$ cat src/rtl/pipe_pkg.sv
// Shared constants for the 5-stage MIPS pipeline: NOP encoding, register-field
// positions and PC arithmetic.
package pipe_pkg;

    localparam logic [31:0] NOP_WORD      = 32'h0000_0000;
    localparam int          RS_MSB        = 25;
    localparam int          RS_LSB        = 21;
    localparam int          RT_MSB        = 20;
    localparam int          RT_LSB        = 16;
    localparam logic [31:0] PC_INC        = 32'd4;
    localparam logic [31:0] PC_ALIGN_MASK = ~32'h3;

endpackage

$ cat src/rtl/if_id_stage_hazard_detect.sv
// Load-use hazard detector: the load in EX writes a register that the
// instruction sitting in IF/ID may read. rt is compared for every format.
module hazard_detect (
    input  logic       EX_MemRead,
    input  logic [4:0] EX_rt,
    input  logic [4:0] ID_rs,
    input  logic [4:0] ID_rt,
    output logic       hazard
);

    // $zero is never a real dependency, so a load targeting it cannot stall.
    assign hazard = EX_MemRead && (EX_rt != 5'd0) &&
                    ((EX_rt == ID_rs) || (EX_rt == ID_rt));

endmodule

$ cat src/rtl/if_id_stage.sv
// Fetch stage and IF/ID register: PC, instruction latch, load-use stall,
// taken-branch flush and saturating stall/flush counters.
module if_id_stage
    import pipe_pkg::*;
#(
    parameter logic [31:0] RESET_PC = 32'h0000_0000,
    parameter int          CNT_W    = 16
) (
    input  logic             clk,
    input  logic             rst_n,
    input  logic [31:0]      imem_rdata,
    input  logic             EX_MemRead,
    input  logic [4:0]       EX_rt,
    input  logic             MEM_BranchTaken,
    input  logic [31:0]      MEM_BranchTarget,
    output logic [31:0]      imem_addr,
    output logic [31:0]      ID_instr,
    output logic [31:0]      ID_pc4,
    output logic             ID_bubble,
    output logic [CNT_W-1:0] stall_count,
    output logic [CNT_W-1:0] flush_count
);

    logic [31:0]      pc_q, pc_d;
    logic [31:0]      instr_q, instr_d;
    logic [31:0]      pc4_q, pc4_d;
    logic [31:0]      pc_plus4;
    logic             hazard;
    logic             flush;
    logic [1:0]       cnt_inc;
    logic [CNT_W-1:0] cnt_q [2];
    logic [CNT_W-1:0] cnt_d [2];

    hazard_detect u_hazard_detect (
        .EX_MemRead (EX_MemRead),
        .EX_rt      (EX_rt),
        .ID_rs      (instr_q[RS_MSB:RS_LSB]),
        .ID_rt      (instr_q[RT_MSB:RT_LSB]),
        .hazard     (hazard)
    );

    assign flush    = MEM_BranchTaken;
    assign pc_plus4 = pc_q + PC_INC;

    // Priority flush > stall > advance; a hazard coincident with a flush is moot
    // because the dependent instruction is being squashed anyway.
    always_comb begin
        pc_d    = pc_q;
        instr_d = instr_q;
        pc4_d   = pc4_q;
        cnt_inc = 2'b00;
        if (flush) begin
            pc_d       = MEM_BranchTarget & PC_ALIGN_MASK;
            instr_d    = NOP_WORD;
            pc4_d      = 32'h0;
            cnt_inc[1] = 1'b1;
        end else if (hazard) begin
            cnt_inc[0] = 1'b1;
        end else begin
            pc_d    = pc_plus4;
            instr_d = imem_rdata;
            pc4_d   = pc_plus4;
        end
    end

    always_ff @(posedge clk or negedge rst_n) begin
        if (!rst_n) begin
            pc_q    <= RESET_PC;
            instr_q <= NOP_WORD;
            pc4_q   <= 32'h0;
        end else begin
            pc_q    <= pc_d;
            instr_q <= instr_d;
            pc4_q   <= pc4_d;
        end
    end

    // Index 0 counts stall cycles, index 1 counts flushes; both stick at all-ones.
    genvar gi;
    generate
        for (gi = 0; gi < 2; gi++) begin : g_cnt
            always_comb begin
                cnt_d[gi] = cnt_q[gi];
                if (cnt_inc[gi] && (cnt_q[gi] != {CNT_W{1'b1}}))
                    cnt_d[gi] = cnt_q[gi] + CNT_W'(1);
            end

            always_ff @(posedge clk or negedge rst_n) begin
                if (!rst_n)
                    cnt_q[gi] <= '0;
                else
                    cnt_q[gi] <= cnt_d[gi];
            end
        end
    endgenerate

    assign imem_addr   = pc_q;
    assign ID_instr    = instr_q;
    assign ID_pc4      = pc4_q;
    assign ID_bubble   = hazard | flush;
    assign stall_count = cnt_q[0];
    assign flush_count = cnt_q[1];

endmodule

$ cat config.mk
export PLATFORM = sky130hd
export DESIGN_NAME = if_id_stage
export DESIGN_NICKNAME = d
export VERILOG_FILES = /design/src/rtl/pipe_pkg.sv /design/src/rtl/if_id_stage_hazard_detect.sv /design/src/rtl/if_id_stage.sv
export SDC_FILE = /design/constraint.sdc
export NUM_CORES = 1
export LEC_CHECK = 0
export CORE_MARGIN = 4
export CORE_UTILIZATION = 45
export DETAILED_ROUTE_END_ITERATION = 12
export HOLD_SLACK_MARGIN = 0.03
export PLACE_DENSITY = 0.78
export SLEW_MARGIN = 10
export SYNTH_ARGS = -nofsm -noshare
export SYNTH_HDL_FRONTEND = slang
export SYNTH_HIERARCHICAL = 1
export SYNTH_SLANG_ARGS = --single-unit
$ cat constraint.sdc
create_clock -name clk -period 7.6 [get_ports clk]
set_clock_uncertainty 0.05 [all_clocks]
set_input_delay 0.76 -clock clk [delete_from_list [all_inputs] [get_ports clk]]
set_output_delay 0.76 -clock clk [all_outputs]
set_load 0.01 [all_outputs]
; ---- After elaboration in Yosys (flattened, before gate mapping)
; Index checks and enable logic that the tools add are counted.
[op_classes]
reduce_logical = 6
muxes = 8
bitwise_logic = 1
eq_ne = 5
addsub = 3
[ops]
columns = cell, n
row1 = 32-bit two-way mux, 5
row2 = 16-bit by 1-bit adder with 16-bit output (second input constant), 2
row3 = 32-bit by 3-bit adder with 32-bit output (second input constant), 1
row4 = 16-bit inequality test (second input constant), 2
row5 = 5-bit equality test, 2
row6 = 5-bit nonzero test, 1
row7 = 1-bit logical AND, 4
row8 = 1-bit two-way mux, 3
row9 = 2-bit inequality test (second input constant), 1
row10 = 1-bit logical OR, 1
row11 = 1-bit OR, 1
[totals]
reg_bits = 128
elab_cells = 28

; ---- Logic depth before layout (Yosys ltp)
[depth]
ltp_word = 6
depth_mapped = 10
ltp_nobuf = 8

; ---- Hierarchy
; Netlist, hierarchy kept.
[modules_own_cells]
columns = module, seq_area_each_um2, area_each_um2, instances, cells_each
row1 = if_id_stage, 3128.0, 6297.3, 1, 649
row2 = hazard_detect, 0.0, 125.1, 1, 17

; ---- Worst setup path before layout
; OpenSTA, ideal clock, no wires.
[synth_path]
kind = input to output
from = input EX_rt[1]
to = output ID_bubble
slack_ns = 4.614
required_time_ns = 6.790
path_buffers = 2
arrival_ns = 2.176
path_stages = 7
cell_sequence = or4_1 > o21ai_1 > a21oi_1 > clkbuf_1 > inv_2 > clkbuf_1 > nand2_1
[synth_between]
elab_chain_cells = 4
word_cells_on_any_way = 7
cone_classes = eq/ne: 2 / bitwise: 1 / reduce/logical: 4
[synth_lines]
columns = item, line_no
row1 = from (decl), if_id_stage.sv:13  ; input logic [4:0] EX_rt,
row2 = 5-bit equality test or 5-bit nonzero test (tied branches), "if_id_stage_hazard_detect.sv:13, if_id_stage_hazard_detect.sv:12"
row3 = 1-bit logical OR or 1-bit logical AND (tied branches), "if_id_stage_hazard_detect.sv:13, if_id_stage_hazard_detect.sv:12"
row4 = 1-bit logical AND *, if_id_stage_hazard_detect.sv:12  ; assign hazard = EX_MemRead && (EX_rt != 5'd0) &&
row5 = via hazard, if_id_stage.sv:28  ; logic hazard;
row6 = 1-bit OR *, if_id_stage.sv:100  ; assign ID_bubble = hazard | flush;
row7 = to (decl), if_id_stage.sv:19  ; output logic ID_bubble,
; Mark *: on every way through the listed nets, which the timed path passes. The rest lies on a longest branch.

; ---- Worst setup path after layout
; Same ends and word-level chain as after synthesis.

==> reports/qor.txt <==
Port Buf Inserts = 197
Boundary pin count = 202
Crit-path max FO = 46
P per Cell Area = 218 nW/um^2
Tmin final = 4070 ps
Synth Area per Inst = 9.64 sq um
CP Launch Type = primary input
Unique cell type count in the Yosys netlist = 53
Starting Density = 0.461
Final Net Count = 912
Row count = 43
Worst VDD drop = 0.000162 V
Worst Path Class, Setup = primary input to primary output
Post-CTS Resized = 0
Commonest cells post-synth = 125 x dfrtp_1, 73 x nor2_1, 50 x nand2_1
Synth Cell Area = 6420 sq um
RSZ-0062 raised after global routing = false
Biggest area consumer among synthesized cells = dfrtp_1
Sequential power share = 0.416
CTS sink count = 125
Area Growth Syn to Fin = 40.2%
Share of the synthesized area in the top cell type = 0.487
WL/cell = 18.4 um
Total wire length = 19000 um
Non-filler cells, final = 1028
Final Hold Viols = 0
Total number of vias = 5903
Switching Power = 0.000543 W
TNS Setup = 0 ps
Static Leak = 3.56 nW
Width of the chip = 127 um
Max-Slew Margin vs Limit = 0.327
Net switching fraction of the power = 0.277
DR pass1 iterations = 4
Most common cell in the netlist = dfrtp_1
Die Y = 127 um
EDFF count, synth = 0
H-tree depth = 4
Synthesized instance count = 666
Post-Synth Adder-Cell Area = 0.00584
Global-route wire length before repair = 30600 um
Largest family of logic cells by synthesized area = simple AND/OR/NAND/NOR gates
GRT overflow = 0
CTS clk-pin slew, worst paths = 50 ps
Synth Area in Simple Gates = 0.222
Synth Area in Compound Gates = 0.111
Area contributors post-synth = dfrtp_1 49%, mux2i_1 5.0%, nor2_1 4.3%
Main synth FF type = dfrtp_1
CTS buffer count = 17
Die Footprint = 16200 sq um
Worst setup EP type = primary output
Max clock buf depth = 2
Count of hold-fix buffers inserted at cts = 0
HP Class = primary input to asynchronous set/reset pin
Logic gate share of total power = 0.196
Final core occ = 0.646
Post-CTS setup buffers = 0
Seq cells post-synth = 125
Fmax achieved = 245 MHz
Largest net degree at the start of global routing = 75
RePlAce Congestion = 0.881
Antenna-violating nets left = 0
Status = finished, final reports clean
Via density = 5.74
WP data required = 6790 ps
Antenna Cells = 0
Clock power frac = 0.388
Worst-Margin Slew = 1010 ps
Ys async rst share = 1.00
Synth warn = 6
Fin crit share = 0.536
DR DRC count = 0
CTS tree = done
Drt initial violations = 445
Clock latency on the worst-skew pair = 420 ps
Fraction of layout cells with a size suffix above 1 = 0.0554
GRT Total Usage = 0.235
Post-synthesis mux area share = 0.0586
Number of max-cap violations = 0
Initial antenna violation count = 0
Worst EP arrival = 3260 ps
CTS root buffer = clkbuf_16
Final setup viols = 0
Dpl hpwl = 13100 um
Std-Cell Core Area = 13900 sq um
Seq/Total Area, Yosys = 0.487
DP Cell Count = 997
Max Transition Viols Final = 0
Synth Area in XOR/XNOR = 0.0764
Internal power = 0.00142 W
Vias in the first global route = 5873
Tot Pwr = 0.00196 W
[placed cells by master, fill, tap and decap left out, types with 20 or more instances in the layout]
cell type and count:
nand2_1 50, nand4_1 21, o21ai_0 36, mux2i_1 32, xor2_1 26, clkdlybuf4s50_1 195, xnor2_1 30, nand3_1 24
dfrtp_1 125, nor2_1 73, or4_1 20
[metrics by stage]
step	area (sq um)	setup WS, ps	hold slack (ps)
6_report	9000	3530	328
4_1_cts	9000	3510	365
3_5_place_dp	8450	3340	458
5_1_grt	9000	3380	380
3_3_place_gp	8450	3430	436
2_1_floorplan	6430	4610	414
[routing by layer]
metal | up-vias | track usage | share of wire | wire length (um)
li1 | 2759 | - | - | -
met1 | 2877 | 0.288 | 0.40 | 7600
met2 | 235 | 0.384 | 0.49 | 9230
met3 | 32 | 0.0815 | 0.088 | 1680
met4 | 0 | 0.0871 | 0.024 | 452
met5 | - | 0 | 0 | 0
[power by group through the flow]
| stage | Combinational [W] | Sequential [W] | Clock, W |
|---|---|---|---|
| floorplan | 0.000148 | 0.000827 | 0 |
| global placement | 0.000377 | 0.000817 | 0 |
| detailed placement | 0.000385 | 0.000823 | 0 |
| CTS | 0.000388 | 0.000814 | 0.000771 |
| global route | 0.000418 | 0.000825 | 0.000803 |
| finish | 0.000384 | 0.000815 | 0.000760 |
[final timing paths]
| path | slack [ps] | depth (start not counted) | startpoint | endpoint |
|---|---|---|---|---|
| worst max-delay path | 3530 | 7 | EX_rt[1] | ID_bubble |
| worst min-delay path | 330 | 1 | rst_n | ID_pc4[9]$_DFFE_PN0N_ |
| worst max register to register | 4160 | 9 | ID_instr[19]$_DFFE_PN0N_ | stall_count[11]$_DFFE_PN0P_ |
| worst min register to register | 460 | 1 | stall_count[0]$_DFFE_PN0P_ | stall_count[0]$_DFFE_PN0P_ |
| max in group asynchronous | 5800 | 2 | rst_n | ID_instr[9]$_DFFE_PN0N_ |
| min in group clk | 460 | 1 | stall_count[0]$_DFFE_PN0P_ | stall_count[0]$_DFFE_PN0P_ |
[state kept, by name, summed over array words and instances, names as in the netlist]
register and cells:
imem_addr 30, ID_pc4 31, stall_count 16, ID_instr 32, flush_count 16
[area by class of cell]
type / instances / area [sq um]
fill: 1113 / 4930
sequential: 125 / 3130
multi-input combinational: 481 / 3060
timing repair buffer: 201 / 2000
clock buffer: 23 / 488
tap: 180 / 225
clock inverter: 8 / 65.1
inverter: 10 / 37.5
[critical path, stage by stage]
cell and delay, ps:
clkdlybuf4s50_1 480, or4_1 530, o21ai_1 230, a21oi_4 60
inv_2 560, nand2_1 120, clkdlybuf4s50_1 500
[kinds of logic (layout without fill, tap and decap cells)]
family,Yosys count,count (layout)
other cells,1,2
compound gates,110,110
mux,37,37
flops,125,125
xor+xnor,56,56
fa+ha+maj,3,3
simple gates,273,273
buf+inv,61,242
Power figures use the tool's default switching activity.
